===== config.mk =====
export PLATFORM = sky130hd
export DESIGN_NAME = ahb_lite_master
export DESIGN_NICKNAME = d
export VERILOG_FILES = /design/src/rtl/ahb_lite_master.sv
export SDC_FILE = /design/constraint.sdc
export NUM_CORES = 1
export LEC_CHECK = 0
export ABC_CLOCK_PERIOD_IN_PS = 4300
export BUFFER_PORTS_ARGS = -buffer_cell sky130_fd_sc_hd__buf_2
export CORE_AREA = 8 8 132 134
export DETAILED_ROUTE_END_ITERATION = 8
export DIE_AREA = 0 0 140 142
export PLACE_DENSITY = 0.76
export SLEW_MARGIN = 20
export SYNTH_ARGS = -nofsm -noshare
export SYNTH_HDL_FRONTEND = slang
export SYNTH_SLANG_ARGS = --single-unit

===== constraint.sdc =====
create_clock -name HCLK_i -period 4.3 [get_ports HCLK_i]
set_input_delay 0 -clock HCLK_i [delete_from_list [all_inputs] [get_ports HCLK_i]]
set_output_delay 0 -clock HCLK_i [all_outputs]
set_load 0.005 [all_outputs]

===== src/rtl/ahb_lite_master.sv =====
// -----------------------------------------------------------------------------
// ahb_lite_master
//
// Single-transfer AHB-Lite master. Turns one command at a time from a simple
// valid/ready command interface into an AHB NONSEQ SINGLE transfer. It returns
// a one-cycle response pulse with error status, read data and the number of
// data-phase wait states. Misaligned commands are rejected locally and never
// reach the bus.
//
// Ports
//   HCLK_i, HRESETn_i         bus clock, asynchronous active-low reset
//   cmd_valid_i/cmd_ready_o   command handshake (ready is registered)
//   cmd_write_i               1 = write, 0 = read
//   cmd_addr_i                byte address
//   cmd_size_i                HSIZE encoding (byte/half/word)
//   cmd_wdata_i               write data, already lane-placed
//   rsp_valid_o               one-cycle response pulse
//   rsp_error_o               bus ERROR or local misalignment
//   rsp_rdata_o               read data (0 for writes and errors)
//   rsp_wait_o                data-phase wait states, saturating at 255
//   H*_o                      AHB-Lite master outputs, all registered/constant
//   HREADY_i, HRESP_i, HRDATA_i  AHB-Lite inputs from the interconnect
// -----------------------------------------------------------------------------
module ahb_lite_master #(
   parameter int          ADDR_W    = 32,
   parameter int          DATA_W    = 32,
   parameter logic [3:0]  HPROT_VAL = 4'b0011
) (
   input  logic              HCLK_i,
   input  logic              HRESETn_i,
   // command side
   input  logic              cmd_valid_i,
   output logic              cmd_ready_o,
   input  logic              cmd_write_i,
   input  logic [ADDR_W-1:0] cmd_addr_i,
   input  logic [2:0]        cmd_size_i,
   input  logic [DATA_W-1:0] cmd_wdata_i,
   // response side
   output logic              rsp_valid_o,
   output logic              rsp_error_o,
   output logic [DATA_W-1:0] rsp_rdata_o,
   output logic [7:0]        rsp_wait_o,
   // AHB-Lite master
   output logic [ADDR_W-1:0] HADDR_o,
   output logic              HWRITE_o,
   output logic [2:0]        HSIZE_o,
   output logic [2:0]        HBURST_o,
   output logic [3:0]        HPROT_o,
   output logic [1:0]        HTRANS_o,
   output logic              HMASTLOCK_o,
   output logic [DATA_W-1:0] HWDATA_o,
   input  logic              HREADY_i,
   input  logic              HRESP_i,
   input  logic [DATA_W-1:0] HRDATA_i
);

   typedef enum logic [1:0] {
      S_IDLE,
      S_ADDR,
      S_DATA,
      S_RESP
   } state_e;

   localparam logic [1:0] HTRANS_IDLE   = 2'b00;
   localparam logic [1:0] HTRANS_NONSEQ = 2'b10;

   state_e            state_q,     state_d;
   logic              cmd_ready_q, cmd_ready_d;
   logic [ADDR_W-1:0] haddr_q,     haddr_d;
   logic              hwrite_q,    hwrite_d;
   logic [2:0]        hsize_q,     hsize_d;
   logic [1:0]        htrans_q,    htrans_d;
   logic [DATA_W-1:0] hwdata_q,    hwdata_d;
   logic [DATA_W-1:0] wdata_q,     wdata_d;
   logic              rsp_valid_q, rsp_valid_d;
   logic              rsp_error_q, rsp_error_d;
   logic [DATA_W-1:0] rsp_rdata_q, rsp_rdata_d;
   logic [7:0]        rsp_wait_q,  rsp_wait_d;

   logic accept;
   logic misaligned;

   assign accept = cmd_valid_i & cmd_ready_q;

   // Sizes above word are not supported by this 32-bit master and are
   // treated the same as a misaligned address.
   assign misaligned = ((cmd_size_i == 3'b001) && cmd_addr_i[0])
                     | ((cmd_size_i == 3'b010) && (cmd_addr_i[1:0] != 2'b00))
                     | (cmd_size_i > 3'b010);

   // NOTE: every _d gets its hold value first, so no path through the case
   // below leaves a signal unassigned and no latch can be inferred.
   always_comb begin
      state_d     = state_q;
      cmd_ready_d = cmd_ready_q;
      haddr_d     = haddr_q;
      hwrite_d    = hwrite_q;
      hsize_d     = hsize_q;
      htrans_d    = htrans_q;
      hwdata_d    = hwdata_q;
      wdata_d     = wdata_q;
      rsp_valid_d = 1'b0;
      rsp_error_d = rsp_error_q;
      rsp_rdata_d = rsp_rdata_q;
      rsp_wait_d  = rsp_wait_q;

      case (state_q)
         S_IDLE: begin
            if (accept) begin
               cmd_ready_d = 1'b0;
               wdata_d     = cmd_wdata_i;
               rsp_error_d = 1'b0;
               rsp_rdata_d = '0;
               rsp_wait_d  = 8'd0;
               if (misaligned) begin
                  // Rejected locally: answer straight away, bus stays IDLE.
                  state_d     = S_RESP;
                  rsp_valid_d = 1'b1;
                  rsp_error_d = 1'b1;
               end else begin
                  state_d  = S_ADDR;
                  htrans_d = HTRANS_NONSEQ;
                  haddr_d  = cmd_addr_i;
                  hwrite_d = cmd_write_i;
                  hsize_d  = cmd_size_i;
               end
            end
         end

         S_ADDR: begin
            // Address-phase outputs simply hold while the bus stalls.
            if (HREADY_i) begin
               state_d  = S_DATA;
               htrans_d = HTRANS_IDLE;
               if (hwrite_q) begin
                  hwdata_d = wdata_q;
               end
            end
         end

         S_DATA: begin
            if (!HREADY_i) begin
               if (rsp_wait_q != 8'hFF) begin
                  rsp_wait_d = rsp_wait_q + 8'd1;
               end
            end else begin
               state_d     = S_RESP;
               rsp_valid_d = 1'b1;
               rsp_error_d = HRESP_i;
               rsp_rdata_d = (!HRESP_i && !hwrite_q) ? HRDATA_i : '0;
            end
         end

         S_RESP: begin
            state_d     = S_IDLE;
            cmd_ready_d = 1'b1;
         end

         default: begin
            state_d     = S_IDLE;
            cmd_ready_d = 1'b1;
            htrans_d    = HTRANS_IDLE;
         end
      endcase
   end

   // NOTE: state registers use non-blocking assignments so every flop samples
   // the pre-edge value of the others, independent of statement order.
   always_ff @(posedge HCLK_i or negedge HRESETn_i) begin
      if (!HRESETn_i) begin
         state_q     <= S_IDLE;
         cmd_ready_q <= 1'b1;
         haddr_q     <= '0;
         hwrite_q    <= 1'b0;
         hsize_q     <= 3'b000;
         htrans_q    <= HTRANS_IDLE;
         hwdata_q    <= '0;
         wdata_q     <= '0;
         rsp_valid_q <= 1'b0;
         rsp_error_q <= 1'b0;
         rsp_rdata_q <= '0;
         rsp_wait_q  <= 8'd0;
      end else begin
         state_q     <= state_d;
         cmd_ready_q <= cmd_ready_d;
         haddr_q     <= haddr_d;
         hwrite_q    <= hwrite_d;
         hsize_q     <= hsize_d;
         htrans_q    <= htrans_d;
         hwdata_q    <= hwdata_d;
         wdata_q     <= wdata_d;
         rsp_valid_q <= rsp_valid_d;
         rsp_error_q <= rsp_error_d;
         rsp_rdata_q <= rsp_rdata_d;
         rsp_wait_q  <= rsp_wait_d;
      end
   end

   assign cmd_ready_o = cmd_ready_q;
   assign rsp_valid_o = rsp_valid_q;
   assign rsp_error_o = rsp_error_q;
   assign rsp_rdata_o = rsp_rdata_q;
   assign rsp_wait_o  = rsp_wait_q;

   assign HADDR_o     = haddr_q;
   assign HWRITE_o    = hwrite_q;
   assign HSIZE_o     = hsize_q;
   assign HBURST_o    = 3'b000;
   assign HPROT_o     = HPROT_VAL;
   assign HTRANS_o    = htrans_q;
   assign HMASTLOCK_o = 1'b0;
   assign HWDATA_o    = hwdata_q;

endmodule


# Yosys cells after proc, flatten, opt, wreduce, memory -nomap -nowiden

Index checks and enable logic that the tools add are counted.

Mux-type cells: 26
Add/sub/neg operators: 1
Order comparisons: 1
Equal/unequal tests: 12
Reductions and logical operators: 18
Bitwise operators: 4

Operators by type and width:

| cell                  | count |
|---|---|
| $mux W32              | 3 |
| $pmux W32 S2          | 1 |
| $mux W8               | 3 |
| $pmux W8 S2           | 1 |
| $mux W2               | 7 |
| $ne A2 B2 Y1 const B  | 6 |
| $reduce_and A3 Y1     | 4 |
| $add A8 B1 Y8 const B | 1 |
| $ne A8 B8 Y1 const B  | 1 |
| $pmux W2 S4           | 1 |
| $reduce_and A4 Y1     | 2 |
| $reduce_bool A2 Y1    | 4 |
| $mux W1               | 6 |
| $pmux W1 S2           | 3 |
| $eq A2 B2 Y1 const B  | 2 |
| $pmux W2 S2           | 1 |
| $reduce_and A2 Y1     | 2 |
| $eq A3 B1 Y1 const B  | 1 |
| $eq A3 B2 Y1 const B  | 1 |
| $gt A3 B2 Y1 const B  | 1 |
| $logic_and A1 B1 Y1   | 3 |
| $eq A2 B1 Y1 const B  | 1 |
| $logic_not A1 Y1      | 2 |
| $logic_not A2 Y1      | 1 |
| other kinds (3)       | 4 |

Word-level logic and storage cells: 74
Output and inout port bits: 121
Input bits: 105
Register bits after elaboration: 147

# Logic depth before layout (Yosys ltp)

Gate-level depths: netlist (run 1).

Depth in word-level cells: 7
Gate-level depth with buffers: 9
Mapped depth without buffers: 6

# Worst setup path after synthesis (run 1)

Ideal clock, no wire load.

Path kind: register to register
Start point: register state_q[0]
End point: register haddr_q[0], in the netlist HADDR_o[0]
Library setup time: 0.125 ns
Period minus slack after synthesis: 2.062 ns
Cell stages (with the launch flop): 8
Path slack: 2.238 ns
Data arrival time: 1.938 ns
Path through: dfrtp_1 inv_1 ha_1 clkbuf_2 nand3_2 a211oi_4 buf_6 mux2_2

Cells in the longest elaborated chain, start to end: 2

RTL lines:

| what                        | line | RTL |
|---|---|---|
| start, declared             | 67   | `state_e state_q, state_d;` |
| start signal, assigned      | 184  | `state_q <= state_d;` |
| $logic_not A2 Y1            | 107  | `case (state_q)` |
| $reduce_and A3 Y1 (no line) | -    |  |
| end signal, assigned        | 186  | `haddr_q <= haddr_d;` |
| end, declared               | 69   | `logic [ADDR_W-1:0] haddr_q, haddr_d;` |

No other way between the ends.
A chain may end at the register's enable or synchronous reset.

# Worst setup path in the final report (run 1)

Start point: register state_q[1]
End point: register haddr_q[23], in the netlist HADDR_o[23]

Same word-level chain as after synthesis.

==> results of run 1 <==
==> how the worst max path moves through the flow <==
stage / startpoint / end / slack, ns
final: state_q[1]$_DFFE_PN0P_ / HADDR_o[23]$_DFFE_PN0P_ / 1.97
after global routing: state_q[0]$_DFFE_PN0P_ / HADDR_o[26]$_DFFE_PN0P_ / 1.83
after CTS: state_q[1]$_DFFE_PN0P_ / HADDR_o[9]$_DFFE_PN0P_ / 1.97
after detailed placement: state_q[1]$_DFFE_PN0P_ / HADDR_o[9]$_DFFE_PN0P_ / 2.00
after global placement: state_q[0]$_DFFE_PN0P_ / rsp_rdata_o[20]$_DFFE_PN0P_ / 1.88
after floorplan: state_q[0]$_DFFE_PN0P_ / HADDR_o[0]$_DFFE_PN0P_ / 2.24
==> metrics by stage <==
step	util, %	cells	instance area [um2]
3_3_place_gp	46.7	856	7200
6_report	56.6	987	8730
2_1_floorplan	-	474	6010
4_1_cts	56.6	987	8730
5_1_grt	56.6	987	8730
3_5_place_dp	46.7	856	7210
==> state kept, by name, indices dropped and copies added, names as in the netlist <==
signal	cells
rsp_wait_o	8
rsp_valid_o	1
rsp_error_o	1
HSIZE_o	3
state_q	2
cmd_ready_o	1
HTRANS_o	1
wdata_q	32
HADDR_o	32
rsp_rdata_o	32
HWRITE_o	1
HWDATA_o	32
==> power by group through the flow <==
stage | logic [mW] | clock network, mW | registers, mW
2_1_floorplan | 0.955 | 0 | 2.35
3_3_place_gp | 1.71 | 0 | 2.32
3_5_place_dp | 1.76 | 0 | 2.36
4_1_cts | 1.84 | 1.34 | 2.34
5_1_grt | 2.03 | 1.39 | 2.42
6_report | 1.83 | 1.29 | 2.35
==> area by class of cell <==
| cell class | instances | area share (%) |
|---|---|---|
| Inverter | 39 | 1.68 |
| Sequential cell | 146 | 41.9 |
| Timing Repair Buffer | 322 | 24.5 |
| Tap cell | 192 | 2.75 |
| Clock inverter | 10 | 0.745 |
| Multi-Input combinational cell | 258 | 23.4 |
| Clock buffer | 20 | 5.12 |
==> metal layers <==
layer | vias up | wire (um)
met1 | 2345 | 6570
met4 | 0 | 303
li1 | 2227 | -
met5 | - | 0
met2 | 180 | 8320
met3 | 24 | 1220
==> cells by family (layout without fill, tap and decap cells) <==
family	Yosys count	count (layout)	synth area share (%)
flops	146	146	61.1
simple gates	83	83	7.21
other cells	2	9	0.125
buf+inv	70	391	5.37
fa+ha+maj	5	5	1.05
mux	102	102	19.1
compound gates	59	59	6.06
==> tightest hold or removal path, delay by kind of cell <==
kind | cells | cell delay, ns
and+or+nand+nor | 2 | 0.22
AOI/OAI and AO/OA | 1 | 0.09
buffers and inverters | 1 | 0.08
==> placed cells by master (no fill, tap or decap), types with 3 or more instances in the layout <==
cell / instances
clkbuf_16: 17
mux2_2: 96
a21oi_1: 7
buf_4: 5
ha_1: 5
nor2_1: 11
inv_1: 39
or2_2: 3
or4_1: 4
buf_2: 215
mux2i_1: 3
conb_1: 9
nand3_1: 38
dfrtp_1: 145
dlygate4sd3_1: 101
clkinv_2: 5
mux2_1: 3
nand4_1: 3
nand2_1: 11
o21ai_0: 35
clkinvlp_4: 3
o31ai_1: 3
==> out/metrics.cfg, run 1 <==
[run_status]
outcome = finished, final reports clean

[placement]
io_buffers = 216
dp_hpwl_um = 10400
gp_congestion = 0.776
place_ws_ns = 2.00

[worst_hold_path]
hold_depth = 4
whs_endpoint = rsp_error_o$_DFFE_PN0P_
min-delay-start = HRESP_i
worstHoldPathType = input port to flop

[pwr]
pwr-share-seq_pct = 43.0
ir_worst_vdd_mv = 0.355
internal_power_mw = 3.68
p_sw_mw = 1.78
share_comb_of_total_power_pct = 33.4
power_mw = 5.46
p_per_area_mw_per_mm2 = 626
pwr-share-clk_pct = 23.6
leakage_nw = 4.36
p_sw_share_pct = 32.6

[timing]
fin_setup_tns_ns = 0
fmax_mhz = 429
slew_headroom_pct = 36.7
fin_crit_sh_pct = 54.2
worst_pin_slew_ns = 0.949
slew_viol_final = 0
setup_viol_count_final = 0
hold_violations = 0
min_period_ns = 2.33
timing.final.ws_setup_ns = 1.97
skew_ns = 0.00473
rsz0062_at_grt = no
hold_slack_ns = 0.0392

[clock_tree]
ctsHoldBuffers = 101
h-tree-depth = 4
clockRootBuffer = clkbuf_16
clock_path_buffers = 2
clkTransAtPathRegs_ns = 0.06
cts_resized = 0
cts_tree = built
clk_latency_ns = 0.41
post-cts-setup-buffer-count = 0
cts_sinks = 146
numCtsBuffers = 17

[grt]
use_met1_pct = 18.7
antenna_found_initial = 0
grt_use_total_pct = 17.0
grt_pass1_vias = 5155
use_met3_pct = 6.34
grt.busiest_layer = met2
grt_max_degree = 104
grt-ovfl-total = 0
grtUsageMet2_pct = 29.5
grt_pass1_wl_um = 26800

[setup_path]
crit_cells = 6
crit_slowest_cell = buf_4
cp_slowest_stage_delay_ns = 0.45
endpoint_kind = flop
worst-path-buf-inv = 2
r2r_cells = 6
crit_required_ns = 4.59
crit_chain = inv_1, ha_1, nand3_2, a211oi_4, buf_4, mux2_2
r2r-end = HADDR_o[23]$_DFFE_PN0P_
criticalPathCategory = flop to flop
rrSetupSlack_ns = 1.97
r2r-start = state_q[1]$_DFFE_PN0P_
worstPathMaxFanout = 32
worst_ep_arrival_time_ns = 2.62
cp_top_family = buffers and inverters
worstSetupStartpointType = flop

[synth]
syn_area_mm2 = 0.00599
netlist_instances = 467
synth_most_common_cell = dfrtp_1
ys_seq_area_share_pct = 61.1
synth_top_area_share_pct = 60.6
synth.distinct_cells = 44
synth_area_leader_cell = dfrtp_1
yosysWarningCount = 0
async_flop_share_pct = 100
synth_area_per_cell_um2 = 12.8
synth_area_leaders = dfrtp_1 (61%), mux2_2 (18%), nand3_1 (3.2%)
synthFlopType = dfrtp_1
synth_edf_count = 0
synth.top_cells.by_count = dfrtp_1 (145), mux2_2 (96), inv_1 (39), nand3_1 (38), o21ai_0 (35)
ys_ff_latch = 146

[final_layout]
diodes = 0
seq_area_mm2 = 0.00365
multiInputGateArea_mm2 = 0.00204
n_fill_cell = 1224
drive_gt1_share_pct = 44.8
nets = 894
synthToLayoutAreaGrowth_pct = 45.9

[flow_run]
drv_cap = 0

[floorplan]
start_util_pct = 38.8
die_w_um = 140
io_pins = 226
rows = 46
die_area_mm2 = 0.0199
die_y_um = 142
core_mm2 = 0.0154

[drt]
wl_um = 16400
post-route-drc-count = 0
vias_per_cell = 4.84
ant_nets = 0
drtIter0Drc = 232
wl_per_cell_um = 16.6
drt_first_pass_iters = 4
num_vias = 4776

Note: power is estimated with default switching activity, not from simulation.
==> run 2, diff against run 1 <==
--- a/config.mk
+++ b/config.mk
@@ -5,12 +5,12 @@
 export SDC_FILE = /design/constraint.sdc
 export NUM_CORES = 1
 export LEC_CHECK = 0
-export ABC_CLOCK_PERIOD_IN_PS = 4300
+export ABC_CLOCK_PERIOD_IN_PS = 2100
 export BUFFER_PORTS_ARGS = -buffer_cell sky130_fd_sc_hd__buf_2
 export CORE_AREA = 8 8 132 134
 export DETAILED_ROUTE_END_ITERATION = 8
 export DIE_AREA = 0 0 140 142
-export PLACE_DENSITY = 0.76
+export PLACE_DENSITY = 0.79
 export SLEW_MARGIN = 20
 export SYNTH_ARGS = -nofsm -noshare
 export SYNTH_HDL_FRONTEND = slang
==> constraint.sdc (replaced) <==
create_clock -name HCLK_i -period 2.1 [get_ports HCLK_i]
set_input_delay 0 -clock HCLK_i [delete_from_list [all_inputs] [get_ports HCLK_i]]
set_output_delay 0 -clock HCLK_i [all_outputs]
set_load 0.005 [all_outputs]
==> run 2 against run 1 <==
Net effect: largest power group unchanged; clock power increased by 130%; die area unchanged; non-clock buffer count increased by 7; global-route usage increased by 0.40 points; first-iteration DRC count decreased by 3.0%; design area increased by 2.1%; highest routed layer unchanged; flip-flop and latch count unchanged; utilization increased by 1.2 points; via count increased by 1.0%.
==> out/metrics.cfg, run 2 (synthesized netlist as in run 1, its figures left out) <==
[timing]
slew_headroom_pct = 53.7  ; +17 points
rsz0062_at_grt = no
worst_pin_slew_ns = 0.693  ; -0.256 ns
min_period_ns = 1.97  ; -0.360 ns
fmax_mhz = 507  ; +18%
slew_viol_final = 0  ; unchanged
hold_violations = 0  ; unchanged
fin_crit_sh_pct = 93.9  ; +40 points
setup_viol_count_final = 0  ; unchanged
skew_ns = 0.00719  ; +0.00245 ns
hold_slack_ns = 0.0340  ; -0.00522 ns
fin_setup_tns_ns = 0  ; unchanged

[clock_tree]
clock_path_buffers = 2  ; unchanged
cts_tree = built
h-tree-depth = 4  ; unchanged
numCtsBuffers = 17  ; unchanged
clk_latency_ns = 0.41  ; about the same
post-cts-setup-buffer-count = 0  ; unchanged
clockRootBuffer = clkbuf_16
clkTransAtPathRegs_ns = 0.06  ; about the same
cts_sinks = 146  ; unchanged

[grt]
grt_use_total_pct = 17.4  ; +0.40 points
antenna_found_initial = 0  ; unchanged
grtUsageMet2_pct = 30.7  ; +1.2 points
use_met1_pct = 18.9  ; +0.25 points
grt_max_degree = 65  ; -38%
grt_pass1_wl_um = 27500  ; +2.4%
grt.busiest_layer = met2
grt-ovfl-total = 0  ; unchanged
grt_pass1_vias = 5307  ; +2.9%
use_met3_pct = 5.60  ; -0.74 points

[floorplan]
die_area_mm2 = 0.0199  ; unchanged
start_util_pct = 38.8  ; unchanged
rows = 46  ; unchanged
die_y_um = 142  ; unchanged
io_pins = 226  ; unchanged
die_w_um = 140  ; unchanged
core_mm2 = 0.0154  ; unchanged

[setup_path]
criticalPathCategory = flop to flop
worstPathMaxFanout = 9  ; -72%
worst_ep_arrival_time_ns = 2.27  ; -0.35 ns
crit_required_ns = 2.40  ; -2.19 ns
endpoint_kind = flop
worstSetupStartpointType = flop

[pwr]
p_per_area_mw_per_mm2 = 1300  ; +110%
leakage_nw = 4.45  ; +2.1%
ir_worst_vdd_mv = 0.807  ; +130%

[run_status]
outcome = finished, final reports clean

[drt]
wl_um = 16700  ; +2.0%
num_vias = 4824  ; +1.0%
vias_per_cell = 4.84  ; about the same
drt_first_pass_iters = 4  ; unchanged
post-route-drc-count = 0  ; unchanged
drtIter0Drc = 225  ; -3.0%
ant_nets = 0  ; unchanged
wl_per_cell_um = 16.8  ; +1.1%

[final_layout]
final_util_pct = 57.8  ; +1.2 points
stdcell_area_mm2 = 0.00891  ; +2.1%
nets = 901  ; +0.78%
layout_common_cells = buf_2 (215), dfrtp_1 (145), dlygate4sd3_1 (101), mux2_2 (96), inv_1 (39)
n_fill_cell = 1270  ; +3.8%
diodes = 0  ; unchanged
drive_gt1_share_pct = 45.6  ; +0.87 points
synthToLayoutAreaGrowth_pct = 48.9
layout.cells.most_common = buf_2

[placement]
placed_cell_area_mm2 = 0.00731  ; +1.4%
dp_hpwl_um = 11000  ; +5.7%
gp_congestion = 0.765  ; -1.5%
io_buffers = 216  ; unchanged

[worst_hold_path]
worstHoldPathType = input port to flop

[flow_run]
drv_cap = 0  ; unchanged

-- run 2: area by class of cell --
| cell class | instances | area, um2 | share of cell area, % |
|---|---|---|---|
| clock buffers | 23 | 498 | 5.59 |
| clock inverters | 9 | 78.8 | 0.884 |
| inverters | 39 | 146 | 1.64 |
| multi-input cells | 258 | 2060 | 23.1 |
| flip-flops and latches | 146 | 3650 | 41.0 |
| well taps | 192 | 240 | 2.70 |
| repair buffers | 329 | 2240 | 25.1 |
-- run 2: report_power, final --
part / internal (mW) / switching (mW)
clock network: 1.78 / 1.14
logic: 2.03 / 1.86
registers: 4.09 / 0.719
total: 7.90 / 3.72
-- run 2: metal layers --
layer | wire length (um) | up-vias | share of wire (%)
met5 | 0 | - | 0
met4 | 380 | 0 | 2.3
met3 | 1080 | 32 | 6.5
met2 | 8680 | 164 | 52
met1 | 6590 | 2376 | 39
li1 | - | 2252 | -
-- run 2: what timing repair did --
action,4_1_cts,5_1_grt
hold buffers,101,0
endpoints found under the hold margin,246,0
resized for setup,0,2
endpoints found under the setup margin,0,4
-- run 2: final timing paths --
kind / from / end / slack (ns) / cells after the start
worst max-delay path: state_q[1]$_DFFE_PN0P_ / HADDR_o[22]$_DFFE_PN0P_ / 0.13 / 6
worst min-delay path: cmd_size_i[2] / HADDR_o[31]$_DFFE_PN0P_ / 0.03 / 3
worst max register to register: state_q[1]$_DFFE_PN0P_ / HADDR_o[22]$_DFFE_PN0P_ / 0.13 / 6
min in group asynchronous: HRESETn_i / rsp_rdata_o[23]$_DFFE_PN0P_ / 0.10 / 2
worst min register to register: HADDR_o[18]$_DFFE_PN0P_ / HADDR_o[18]$_DFFE_PN0P_ / 0.49 / 1
max in group asynchronous: HRESETn_i / HADDR_o[3]$_DFFE_PN0P_ / 1.28 / 3
-- run 2: critical path, stage by stage, from the launching register on --
cell and delay (ns):
dfrtp_1 0.42, inv_1 0.10, ha_1 0.22, nand3_2 0.11
a211oi_4 0.39, buf_4 0.26, mux2_2 0.35
-- run 2: per-stage QoR --
step	total power, mW	std cells	setup WS [ns]
after floorplan	6.76	474	0.0376
after global placement	8.32	863	0.115
after detailed placement	8.54	863	0.109
after CTS	11.7	996	0.0679
after global routing	12.4	996	0.00271
final	11.6	996	0.129
